$ cat src/rtl/add16u_share_ctrl.sv
// Purpose : round-robin sequencer that time-shares one external 16-bit approximate adder among NREQ requesters.
// Latency : req accept -> rsp_valid two cycles later (one EXEC cycle for the adder path, then RESP).
// Backpr. : rsp_ready low holds RESP indefinitely with all outputs stable; no request is accepted until the response is taken.
//
// Ports:
//   clk, rst_n            clock, asynchronous active-low reset
//   req_valid/req_ready   per-requester handshake; req_ready is one-hot (winner only) in IDLE
//   req_a/req_b           packed operands, requester i at [16i+15:16i]
//   add_a/add_b/add_o     registered operands to / combinational sum from the shared adder
//   rsp_valid/rsp_ready   response handshake; rsp_sum is the captured adder output, rsp_id its owner
//   busy                  high whenever the FSM is not in IDLE
module add16u_share_ctrl #(
   parameter int NREQ = 4,
   parameter int IDW  = 2
) (
   input  logic                 clk,
   input  logic                 rst_n,
   input  logic [NREQ-1:0]      req_valid,
   output logic [NREQ-1:0]      req_ready,
   input  logic [16*NREQ-1:0]   req_a,
   input  logic [16*NREQ-1:0]   req_b,
   output logic [15:0]          add_a,
   output logic [15:0]          add_b,
   input  logic [16:0]          add_o,
   output logic                 rsp_valid,
   input  logic                 rsp_ready,
   output logic [16:0]          rsp_sum,
   output logic [IDW-1:0]       rsp_id,
   output logic                 busy
);

   typedef enum logic [1:0] {IDLE, EXEC, RESP} state_t;

   state_t          state;
   logic [IDW-1:0]  rr_ptr;
   logic [15:0]     op_a;
   logic [15:0]     op_b;
   logic [IDW-1:0]  op_id;

   logic            gnt_vld;
   logic [IDW-1:0]  gnt_idx;
   logic [IDW-1:0]  cand;

   // Round-robin search: walk offsets from the far end down to 0 so the
   // requester closest to rr_ptr (upward, with wrap) is the one left standing.
   always_comb begin
      gnt_vld = 1'b0;
      gnt_idx = '0;
      cand    = '0;
      for (int k = NREQ - 1; k >= 0; k--) begin
         cand = IDW'((int'(rr_ptr) + k) % NREQ);
         if (req_valid[cand]) begin
            gnt_vld = 1'b1;
            gnt_idx = cand;
         end
      end
   end

   always_comb begin
      req_ready = '0;
      if (state == IDLE && gnt_vld)
         req_ready[gnt_idx] = 1'b1;
   end

   // Adder inputs come straight from registers so the op regs -> adder ->
   // rsp_sum path is a clean register-to-register cycle.
   assign add_a = op_a;
   assign add_b = op_b;
   assign busy  = (state != IDLE);

   always_ff @(posedge clk or negedge rst_n) begin
      if (!rst_n) begin
         state     <= IDLE;
         rr_ptr    <= '0;
         op_a      <= '0;
         op_b      <= '0;
         op_id     <= '0;
         rsp_valid <= 1'b0;
         rsp_sum   <= '0;
         rsp_id    <= '0;
      end else begin
         case (state)
            IDLE: begin
               if (gnt_vld) begin
                  op_a  <= req_a[16*int'(gnt_idx) +: 16];
                  op_b  <= req_b[16*int'(gnt_idx) +: 16];
                  op_id <= gnt_idx;
                  if (int'(gnt_idx) == NREQ - 1)
                     rr_ptr <= '0;
                  else
                     rr_ptr <= gnt_idx + 1'b1;
                  state <= EXEC;
               end
            end
            EXEC: begin
               // Bit-exact capture; any approximation error is the adder's.
               rsp_sum   <= add_o;
               rsp_id    <= op_id;
               rsp_valid <= 1'b1;
               state     <= RESP;
            end
            RESP: begin
               if (rsp_ready) begin
                  rsp_valid <= 1'b0;
                  state     <= IDLE;
               end
            end
            default: state <= IDLE;
         endcase
      end
   end

endmodule

$ cat config.mk
export PLATFORM = sky130hd
export DESIGN_NAME = add16u_share_ctrl
export DESIGN_NICKNAME = d
export VERILOG_FILES = /design/src/rtl/add16u_share_ctrl.sv
export SDC_FILE = /design/constraint.sdc
export NUM_CORES = 1
export LEC_CHECK = 0
export ABC_AREA = 1
export CAP_MARGIN = 20
export CORE_UTILIZATION = 35
export DETAILED_ROUTE_END_ITERATION = 8
export GPL_TIMING_DRIVEN = 0
export PLACE_DENSITY = 0.72
export SYNTH_ARGS = -nofsm -noshare
export SYNTH_HDL_FRONTEND = slang
export SYNTH_SLANG_ARGS = --single-unit
$ cat constraint.sdc
create_clock -name clk -period 2.5 [get_ports clk]
set_clock_uncertainty 0.2 [all_clocks]
set_input_delay 0.5 -clock clk [delete_from_list [all_inputs] [get_ports clk]]
set_output_delay 0.5 -clock clk [all_outputs]
set_load 0.02 [all_outputs]
Yosys cells after proc, flatten, opt, wreduce, memory -nomap -nowiden. Cells that the tools add are included.

Register bits after elaboration: 58. Input port bits: 152.

Reduce and logical (&&, ||, !) cells: 8. Shift-type cells: 2. Magnitude comparators: 6. $add $sub $neg: 4. Eq/ne operators: 5. Muxes and demuxes: 25.

Operators with widths (count): 64-bit by 7-bit indexed part select with 16-bit output (2); 2-bit by 3-bit < comparator with 1-bit output (second input constant) (5); 2-bit 2-to-1 mux (7); 1-bit 2-to-1 mux (10); 1-bit binary-select mux with 2-bit select (4); 2-bit case mux with 3 select lines (1); 2-bit AND reduction (3); 2-bit by 1-bit adder with 2-bit output (second input constant) (2); 2-bit adder (second input constant) (2); 2-bit by 1-bit equality test with 1-bit output (second input constant) (2); 4-bit 2-to-1 mux (1); 2-bit != test (second input constant) (2); 2-bit nonzero test (2); 1-bit demux with 2-bit select (1); 2-bit equality test (second input constant) (1); 2-bit by 1-bit >= comparator with 1-bit output (second input constant) (1); 1-bit logical AND (2); 2-bit logical NOT (1); 1-bit case mux with 2 select lines (1).

Logic depth before layout (Yosys ltp). Gate-level depths: netlist (run 1).

Depth after elaboration: 12. Mapped depth: 17. Mapped depth without buffers: 14.

Least setup slack after synthesis (run 1). Ideal clock, no wire load.

Path kind: register -> output. Start: register rr_ptr[0]. End: output req_ready[1]. Arrival: 1850 ps. Required time: 1800 ps. Buffers on the path: 3. Slack: -50 ps. Cell stages (with the launch flop): 15. Path through: dfrtp_1 > buf_6 > inv_2 > nand2_1 > nand2_2 > inv_2 > nand2_2 > nand3_2 > nand2_1 > nand2_2 > nand2_2 > buf_6 > buf_6 > inv_2 > nor3_1.

Longest elaborated chain between the ends: 12. Elaborated cells between the ends (all ways): 26. Classes of those cells: add/sub (3); order compare (2); mux (19); reduce/logical (2).

RTL lines: start: declaration (line 35) `logic [IDW-1:0] rr_ptr;`; start signal: assignment (line 91) `rr_ptr <= gnt_idx + 1'b1;`; 2-bit adder (line 51) `cand = IDW'((int'(rr_ptr) + k) % NREQ);`; 1-bit binary-select mux with 2-bit select (line 52) `if (req_valid[cand]) begin`; 1-bit 2-to-1 mux (implied by the code) (line 52); 2-bit 2-to-1 mux (4 in a row) (line 52); 2-bit by 3-bit < comparator with 1-bit output (implied by the code) / 2-bit by 1-bit >= comparator with 1-bit output (equally long branches) (line 62) `req_ready[gnt_idx] = 1'b1;`; 1-bit logical AND (implied by the code) (line 62); 1-bit 2-to-1 mux (implied by the code) (line 62); 1-bit demux with 2-bit select (line 62); 4-bit 2-to-1 mux * (line 61) `if (state == IDLE && gnt_vld)`; end: declaration (line 19) `output logic [NREQ-1:0] req_ready,`.

Mark *: on every way between the ends. The rest lies on a longest branch, timed or not. The select of a mux whose other input is x is not followed.

Worst setup path after layout (run 1).
Start: register rr_ptr[0]. End: output req_ready[3].

Same word-level chain as after synthesis.

==> flow_summary_export.csv, run 1 <==
group,metric,value,unit
placed_design,gp_congestion,0.811,
synthesis,synthesis.area,4080,µm²
power_and_ir_drop,switching_share,49.1,%
setup_path,cp_num_cells,14,
setup_path,crit_type,"flop to primary output",
floorplanning,die_y,110,µm
route,wl_met3,856,µm
floorplanning,core_area,11400,µm²
floorplanning,dieArea,12100,µm²
route,ant_nets,0,
power_and_ir_drop,switching_power,5120,µW
synthesis,synthXorXnorAreaFrac,0,%
setup_path,crit_path_start,"rr_ptr[0]",
timing,max_freq,0.375,GHz
power_and_ir_drop,pwr-share-comb,71.7,%
synthesis,synth_compound_gate_area_share,1.38,%
cts,path_clk_slew,60,ps
synthesis,synth_top_family_by_area,"simple AND/OR/NAND/NOR gates",
synthesis,async_flop_share,100,%
cts,clock_latency,330,ps
synthesis,synth_top_cell_by_area,"dfrtp_1",
synthesis,synth_nets,826,
setup_path,worstPathBufferInverterCount,5,
route,drt_iter0_markers,217,
timing,period_needed,2670,ps
timing,setup_ws,-168,ps
grt,track_usage,23.2,%
floorplanning,fp.dieW,110,µm
setup_path,reg2reg_depth,18,
synthesis,ys_ff_latch,58,
finish,final_design_area_no_fill,6990,µm²
setup_path,rr_startpoint,"rr_ptr[0]",
timing,period_share,107,%
setup_path,critPathLaunchType,"flop",
cts,cts_max_path_buffers,2,
cts,cts_max_level,3,
synthesis,yosys.area_share.simple,43.5,%
hold_path,holdCritPathClass,"input pin to asynchronous set/reset pin",
synthesis,synth_ff_type,"dfrtp_1",
power_and_ir_drop,power_frac_seq,16.4,%
synthesis,yosysSeqAreaShare,35.6,%
route,dr.pass1.iters,5,
synthesis,synth_common_cells,"nand2_1 (271), inv_1 (138), nand3_1 (134), dfrtp_1 (58), buf_2 (26)",
route,remaining_drc_errors,0,
power_and_ir_drop,vdd_drop_max,0.648,mV
route,wl_met1,5910,µm
grt,grt_overflow,0,
floorplanning,ios,209,
timing,rsz0062_at_grt,"yes",
route,highest_layer,"met4",
placed_design,io_buffers,208,
placed_design,place_hpwl,10300,µm
setup_path,worst-endpoint-required,1800,ps
power_and_ir_drop,power_frac_clock,11.9,%
floorplanning,start_util,35.9,%
route,drt_wl_total,13900,µm
setup_path,crit_path_top_delay_cell,"dfrtp_1",
setup_path,end_kind,"primary output",
floorplanning,num_rows,39,
route,via_per_inst,4.55,
timing,slew_viol_final,0,
setup_path,crit_path_frequent_cell,"nand2_4",
synthesis,yosysUniqueCellTypes,21,
setup_path,crit_family,"simple AND/OR/NAND/NOR gates",
route,wl_per_cell,13.1,µm
power_and_ir_drop,power.density,1490,nW/µm²
finish,drive_above_1_share,12.9,%
power_and_ir_drop,p_int,5310,µW
cts,cts_tree,"yes",
synthesis,synth_edf_count,0,
synthesis,yosys_warnings,0,
synthesis,synth_fa_ha_area_share,0.307,%
timing,holdWs,1.61,ps
synthesis,synth_area_per_cell,6.06,µm²
synthesis,synthTopCellsByArea,"dfrtp_1 (36%), nand2_1 (25%), nand3_1 (16%)",
synthesis,synth_top_area_share,35.6,%
synthesis,synthMostInstantiatedCell,"nand2_1",
timing,hold_viol_final,0,
timing,max_slew_margin,56.5,%
run,cap_violations,0,
route,wl_met2,6910,µm
placed_design,place_area,6360,µm²
grt,grt_pass1_vias,4461,
grt,grt_pass1_wl,21300,µm
cts,cts.sinks,58,
finish,area_growth,71.6,%
synthesis,synth_mux_area_share,0,%
outcome,status,"complete, but fails checks",
timing,setup_viol,4,
outcome,violations,"setup timing",
grt,antenna_found_initial,1,
setup_path,slowest_delay,380,ps
timing,tightest_slew,653,ps
grt,grt_max_degree,34,
finish,fin_nets,1062,
route,vias,4818,
cts,cts_buffers,9,
cts,clock-root-buffer,"clkbuf_16",
setup_path,cp_max_fo,5,
setup_path,crit_arrival,1970,ps
synthesis,netlist_instances,673,
setup_path,critical_path.cell_chain,"buf_6 > inv_6 > nand2_4 > nand2_4 > inv_4 > nand2_4 > nand3_4 > nand2_2 > nand2_2 > nand2_4 > ha_4 > inv_2 > nor2_2 > buf_6",
power_and_ir_drop,leakagePower,0.00382,µW
## metrics by stage
step,power [µW],setup WS [ps],util [%],TNS (ps),std cells
detailed placement,8410,-1160,55.9,-7550,1025
floorplan,6060,-1.05,-,-1.05,673
finish,10400,-168,61.5,-641,1058
global placement,8320,-1270,55.8,-80180,1024
CTS,10100,-174,60.2,-626,1053
global route,11300,-260,61.5,-928,1058
## registers in the layout, summed over array words and instances (netlist names)
name       flops
rsp_sum       17
state          2
rsp_id         2
add_b         16
op_id          2
rsp_valid      1
add_a         16
rr_ptr         2
## cells in the final DEF, fill, tap and decap left out, drive strengths merged
cell,netlist,routed
a21oi,2,2
dfrtp,58,58
diode,0,1
clkinvlp,0,3
ha,1,1
nand2,277,277
clkbuf,4,14
bufinv,0,1
nor3,2,2
nand3,136,136
o21ai,7,7
inv,145,145
clkdlybuf4s50,0,199
clkinv,0,2
o21a,1,1
dlygate4sd2,0,4
buf,35,57
nor2,5,5
## layer usage
metal,global-route usage (%),vias to the layer above
met5,0,-
met4,9.81,0
met3,4.15,14
met2,40.5,167
met1,27.7,2160
li1,-,2477
## kinds of logic (layout without fill, tap and decap cells)
group                      count (synthesis)  after routing
AOI/OAI and AO/OA                         10             10
buffers and inverters                    184            425
other                                      0              1
adders and majority gates                  1              1
DFF                                       58             58
and+or+nand+nor                          420            420
## area by class of cell
type,count,area (µm²)
repair buffers,229,2250
diodes,1,2.50
fillers,1110,4380
well taps,143,179
inverters,145,569
clock buffers,10,239
clock inverters,6,66.3
multi-input cells,431,2030
plain buffers,35,211
flip-flops and latches,58,1450
## power groups by stage
stage          clock network (µW)  registers (µW)  logic, µW
6_report                     1250            1710       7480
5_1_grt                      1310            1760       8270
4_1_cts                      1270            1700       7170
3_5_place_dp                    0            1700       6700
3_3_place_gp                    0            1690       6630
2_1_floorplan                   0            2190       3870
## worst paths after layout
kind | endpoint | slack (ps)
max | req_ready[3] | -170
min reg2reg | rsp_sum[10] | 270
max in group asynchronous | add_b[14] | 1480
min in group clk | rsp_sum[10] | 270
max reg2reg | add_a[12] | 170
min | rsp_sum[4] | 2
## repair_timing
action | CTS | global route
setup buffers | 14 | 5
pin swaps | 17 | 13
hold buffers | 0 | 0
setup endpoints to repair | 4 | 4
gates resized for setup | 57 | 32
cloned | 1 | 0
Note: power is estimated with default switching activity, not from simulation.
==> inputs of run 2 (changes only) <==
--- a/config.mk
+++ b/config.mk
@@ -7,6 +7,7 @@
 export LEC_CHECK = 0
 export ABC_AREA = 1
 export CAP_MARGIN = 20
+export CORE_ASPECT_RATIO = 1.25
 export CORE_UTILIZATION = 35
 export DETAILED_ROUTE_END_ITERATION = 8
 export GPL_TIMING_DRIVEN = 0
==> flow_summary_export.csv, run 2 (same netlist as run 1, synthesis figures left out) <==
group,metric,value,unit
finish,fin_nets,1062,
grt,antenna_found_initial,0,
cts,cts_max_path_buffers,2,
setup_path,crit_type,"flop to primary output",
timing,max_freq,0.368,GHz
outcome,status,"complete, but fails checks",
finish,top_register,"rsp_sum",
power_and_ir_drop,switching_power,5080,µW
power_and_ir_drop,switching_share,48.0,%
power_and_ir_drop,leakagePower,0.00384,µW
setup_path,end_kind,"primary output",
route,remaining_drc_errors,10,
setup_path,crit_arrival,2020,ps
floorplanning,die_y,123,µm
timing,setup_viol,4,
power_and_ir_drop,power.density,1510,nW/µm²
finish,layout.cells.non_filler,1049,
route,via_per_inst,4.63,
route,dr.pass1.iters,8,
route,highest_layer,"met4",
timing,rsz0062_at_grt,"yes",
finish,area_growth,72.3,%
route,wl_per_cell,13.4,µm
cts,cts.sinks,58,
timing,period_share,109,%
floorplanning,core_area,11200,µm²
setup_path,cp_max_fo,6,
placed_design,post-place-cells,1017,
cts,path_clk_slew,50,ps
placed_design,io_buffers,208,
route,wl_met3,853,µm
finish,final_common_cell,"nand2_1",
finish,drive_above_1_share,12.7,%
finish,nFillCells,1057,
outcome,violations,"DRC, setup timing",
route,ant_nets,0,
placed_design,gp_congestion,0.821,
timing,hold_viol_final,0,
timing,max_slew_margin,65.5,%
timing,holdWs,265,ps
power_and_ir_drop,power_frac_seq,16.2,%
floorplanning,ios,209,
finish,final_cell_mix,"nand2_1 (259), clkdlybuf4s50_1 (199), inv_1 (134), nand3_1 (130), dfrtp_1 (57)",
route,wl_met1,5570,µm
floorplanning,dieArea,12100,µm²
timing,setup_ws,-217,ps
setup_path,worst-endpoint-required,1800,ps
timing,fin_tns_setup,-706,ps
cts,clock-root-buffer,"clkbuf_16",
route,drt_iter0_markers,263,
power_and_ir_drop,power_frac_clock,13.7,%
finish,largest_reg_flops,17,
placed_design,place_hpwl,10400,µm
floorplanning,num_rows,43,
cts,cts_tree,"yes",
floorplanning,start_util,36.3,%
route,vias,4858,
hold_path,holdCritPathClass,"flop to flop",
power_and_ir_drop,pwr-share-comb,70.1,%
grt,grt_overflow,0,
cts,cts_max_level,3,
grt,track_usage,23.7,%
route,wl_met2,7320,µm
power_and_ir_drop,vdd_drop_max,0.811,mV
run,cap_violations,0,
finish,regArea,1450,µm²
cts,cts_buffers,9,
timing,period_needed,2720,ps
cts,clock_latency,330,ps
grt,grt_max_degree,39,
finish,multi_input_area,2010,µm²
setup_path,critPathLaunchType,"flop",
floorplanning,fp.dieW,98.5,µm
grt,grt_pass1_wl,22200,µm
finish,antenna_cells,0,
timing,tightest_slew,517,ps
grt,grt_pass1_vias,4641,
route,drt_wl_total,14100,µm
timing,slew_viol_final,0,
power_and_ir_drop,p_int,5510,µW
-- run 2: power groups by stage --
| stage | combinational, µW | clock [µW] | sequential (µW) |
|---|---|---|---|
| 2_1_floorplan | 3870 | 0 | 2190 |
| 3_3_place_gp | 6620 | 0 | 1700 |
| 3_5_place_dp | 6700 | 0 | 1700 |
| 4_1_cts | 7240 | 1480 | 1700 |
| 5_1_grt | 8230 | 1520 | 1760 |
| 6_report | 7430 | 1450 | 1710 |
-- run 2: through the flow --
step                      instance area [µm²]  power, µW  setup WS (ps)  utilization, %
after floorplan                          4080       6060          -1.05               -
after global placement                   6330       8310          -1240            56.3
after detailed placement                 6350       8400          -1210            56.4
after CTS                                6900      10400           -230            61.4
after global routing                     7020      11500           -298            62.5
final                                    7020      10600           -217            62.5
-- run 2: critical path, stage by stage, from the launching register on --
cell and delay (ps):
dfrtp_2 460, inv_2 140, nand2_2 80, nand2_4 80
inv_4 50, nand2_2 80, nand2_2 60, nand3_2 70
nand2_2 70, nand2_4 100, inv_8 50, buf_8 130
nor3_2 160, buf_4 160
-- run 2: worst paths after layout --
| check | from | endpoint | slack [ps] | cells after the start |
|---|---|---|---|---|
| max in group asynchronous | rst_n | rsp_sum[8] | 1040 | 3 |
| min | rsp_sum[4] | rsp_sum[4] | 270 | 2 |
| max reg2reg | rr_ptr[1] | add_a[2] | 190 | 16 |
| max | rr_ptr[1] | req_ready[1] | -220 | 13 |
| min reg2reg | rsp_sum[4] | rsp_sum[4] | 270 | 2 |
| min in group asynchronous | rst_n | rr_ptr[0] | 470 | 2 |
-- run 2: metal layers --
layer  GRT usage (%)  vias up
met5               0        -
met4            9.98        0
met3            5.35       23
met2            43.6      152
met1            26.3     2202
li1                -     2481
-- run 2: layout make-up --
type                            count  share of cell area (%)
Buffer                             34                    2.90
Sequential cell                    58                    20.7
Clock buffer                       10                    3.40
Clock inverter                      6                    1.62
Timing Repair Buffer              230                    32.2
Multi-Input combinational cell    431                    28.6
Inverter                          145                    8.18
Tap cell                          135                    2.41
-- run 2: repair_timing --
item,in CTS,in global routing
buffers inserted,11,8
endpoints found under the setup margin,4,13
cloned,1,0
pin swaps,17,9
resized for setup,67,21
endpoints found under the hold margin,20,0
hold buffers,1,0
==> inputs of run 3 (changes only) <==
--- a/config.mk
+++ b/config.mk
@@ -11,6 +11,7 @@
 export CORE_UTILIZATION = 35
 export DETAILED_ROUTE_END_ITERATION = 8
 export GPL_TIMING_DRIVEN = 0
+export MAX_ROUTING_LAYER = met4
 export PLACE_DENSITY = 0.72
 export SYNTH_ARGS = -nofsm -noshare
 export SYNTH_HDL_FRONTEND = slang
==> flow_summary_export.csv, run 3 (same netlist as run 1, synthesis figures left out) <==
group,metric,value,unit
outcome,status,"complete, but fails checks",
outcome,violations,"DRC, setup timing",
cts,cts_max_level,3,
finish,largest_reg_flops,17,
cts,clock_latency,330,ps
route,dr.pass1.iters,9,
grt,grt_max_degree,39,
placed_design,place_hpwl,10400,µm
timing,setup_viol,4,
timing,hold_viol_final,0,
grt,track_usage,24.4,%
setup_path,crit_path_top_delay_cell,"dfrtp_2",
timing,setup_ws,-216,ps
cts,clock-root-buffer,"clkbuf_16",
route,drt_iter0_markers,260,
grt,grt_pass1_wl,22200,µm
finish,final_cell_mix,"nand2_1 (259), clkdlybuf4s50_1 (199), inv_1 (134), nand3_1 (130), dfrtp_1 (57)",
cts,path_clk_slew,50,ps
grt,antenna_found_initial,0,
placed_design,gp_congestion,0.833,
timing,slew_viol_final,0,
power_and_ir_drop,switching_power,5100,µW
finish,area_growth,72.3,%
power_and_ir_drop,leakagePower,0.00384,µW
floorplanning,die_y,123,µm
setup_path,critical_path.cell_chain,"inv_2 > nand2_2 > nand2_4 > inv_4 > nand2_2 > nand2_2 > nand3_2 > nand2_2 > nand2_4 > inv_8 > buf_8 > nor3_2 > buf_4",
floorplanning,fp.dieW,98.5,µm
timing,rsz0062_at_grt,"yes",
power_and_ir_drop,switching_share,48.0,%
power_and_ir_drop,power.density,1510,nW/µm²
finish,nFillCells,1057,
finish,final_common_cell,"nand2_1",
power_and_ir_drop,power_frac_clock,13.7,%
finish,regArea,1450,µm²
cts,cts_buffers,9,
route,vias,4894,
timing,max_slew_margin,65.6,%
setup_path,slowest_delay,450,ps
floorplanning,dieArea,12100,µm²
power_and_ir_drop,vdd_drop_max,0.814,mV
timing,period_needed,2720,ps
finish,top_register,"rsp_sum",
finish,fin_util,62.5,%
finish,drive_above_1_share,12.7,%
setup_path,crit_arrival,2020,ps
grt,grt_overflow,0,
route,ant_nets,0,
route,drt_wl_total,14100,µm
timing,max_freq,0.368,GHz
cts,cts.sinks,58,
floorplanning,num_rows,43,
cts,cts_tree,"yes",
setup_path,critPathLaunchType,"flop",
route,via_per_inst,4.67,
setup_path,end_kind,"primary output",
floorplanning,core_area,11200,µm²
setup_path,cp_max_fo,6,
timing,tightest_slew,516,ps
setup_path,worst-endpoint-required,1800,ps
setup_path,crit_path_frequent_cell,"nand2_2",
hold_path,holdCritPathClass,"flop to flop",
finish,multi_input_area,2010,µm²
route,remaining_drc_errors,10,
floorplanning,ios,209,
cts,cts_max_path_buffers,2,
route,wl_per_cell,13.5,µm
power_and_ir_drop,pwr-share-comb,70.2,%
finish,antenna_cells,0,
timing,period_share,109,%
power_and_ir_drop,p_int,5510,µW
timing,holdWs,265,ps
power_and_ir_drop,power_frac_seq,16.1,%
timing,fin_tns_setup,-706,ps
grt,grt_pass1_vias,4654,
finish,fin_nets,1062,
setup_path,crit_type,"flop to primary output",
floorplanning,start_util,36.3,%
placed_design,io_buffers,208,
run,cap_violations,0,
==> run 3: critical path, delay by kind of cell (launching register included) <==
kind,cells,cell delay [ps]
AND/OR/NAND/NOR,8,700
flip-flops,1,450
buffers and inverters,5,530
==> run 3: cell type report <==
| cell class | count | share of cell area, % |
|---|---|---|
| clock buffer | 10 | 3.40 |
| tap | 135 | 2.41 |
| timing repair buffer | 230 | 32.2 |
| buffer | 34 | 2.90 |
| multi-input combinational | 431 | 28.6 |
| inverter | 145 | 8.18 |
| sequential | 58 | 20.7 |
| clock inverter | 6 | 1.62 |
==> run 3: final timing paths <==
kind                       slack (ps)  cells after the start       start      endpoint
min in group asynchronous         470                      2       rst_n     rr_ptr[0]
hold reg to reg                   270                      2  rsp_sum[4]    rsp_sum[4]
max in group asynchronous        1040                      3       rst_n    rsp_sum[8]
setup / recovery                 -220                     13   rr_ptr[1]  req_ready[1]
hold / removal                    270                      2  rsp_sum[4]    rsp_sum[4]
setup reg to reg                  190                     16   rr_ptr[1]      add_a[2]
==> run 3: layer usage <==
metal	up-vias	GRT usage (%)	share of wire, %
met5	-	-	0
met2	162	43.6	52
li1	2480	-	-
met1	2229	26.7	40
met3	23	4.67	5.7
met4	0	9.98	2.4
==> run 3: power by group through the flow <==
stage | logic [µW] | clock network, µW | registers [µW]
2_1_floorplan | 3870 | 0 | 2190
3_3_place_gp | 6620 | 0 | 1700
3_5_place_dp | 6700 | 0 | 1700
4_1_cts | 7240 | 1480 | 1700
5_1_grt | 8230 | 1520 | 1760
6_report | 7450 | 1450 | 1710
==> run 3: per-stage QoR <==
step | setup WS, ps | total power (µW) | cells | area, µm²
after floorplan | -1.05 | 6060 | 673 | 4080
after global placement | -1240 | 8310 | 1016 | 6330
after detailed placement | -1210 | 8400 | 1017 | 6350
after CTS | -230 | 10400 | 1043 | 6900
after global routing | -298 | 11500 | 1049 | 7020
final | -216 | 10600 | 1049 | 7020
==> run 3: repair_timing <==
| action | 4_1_cts | 5_1_grt |
|---|---|---|
| hold buffers | 1 | 0 |
| cloned | 1 | 0 |
| endpoints found under the setup margin | 4 | 13 |
| pin swaps | 17 | 9 |
| gates resized for setup | 67 | 21 |
| setup buffers | 11 | 8 |
| hold endpoints to repair | 20 | 0 |
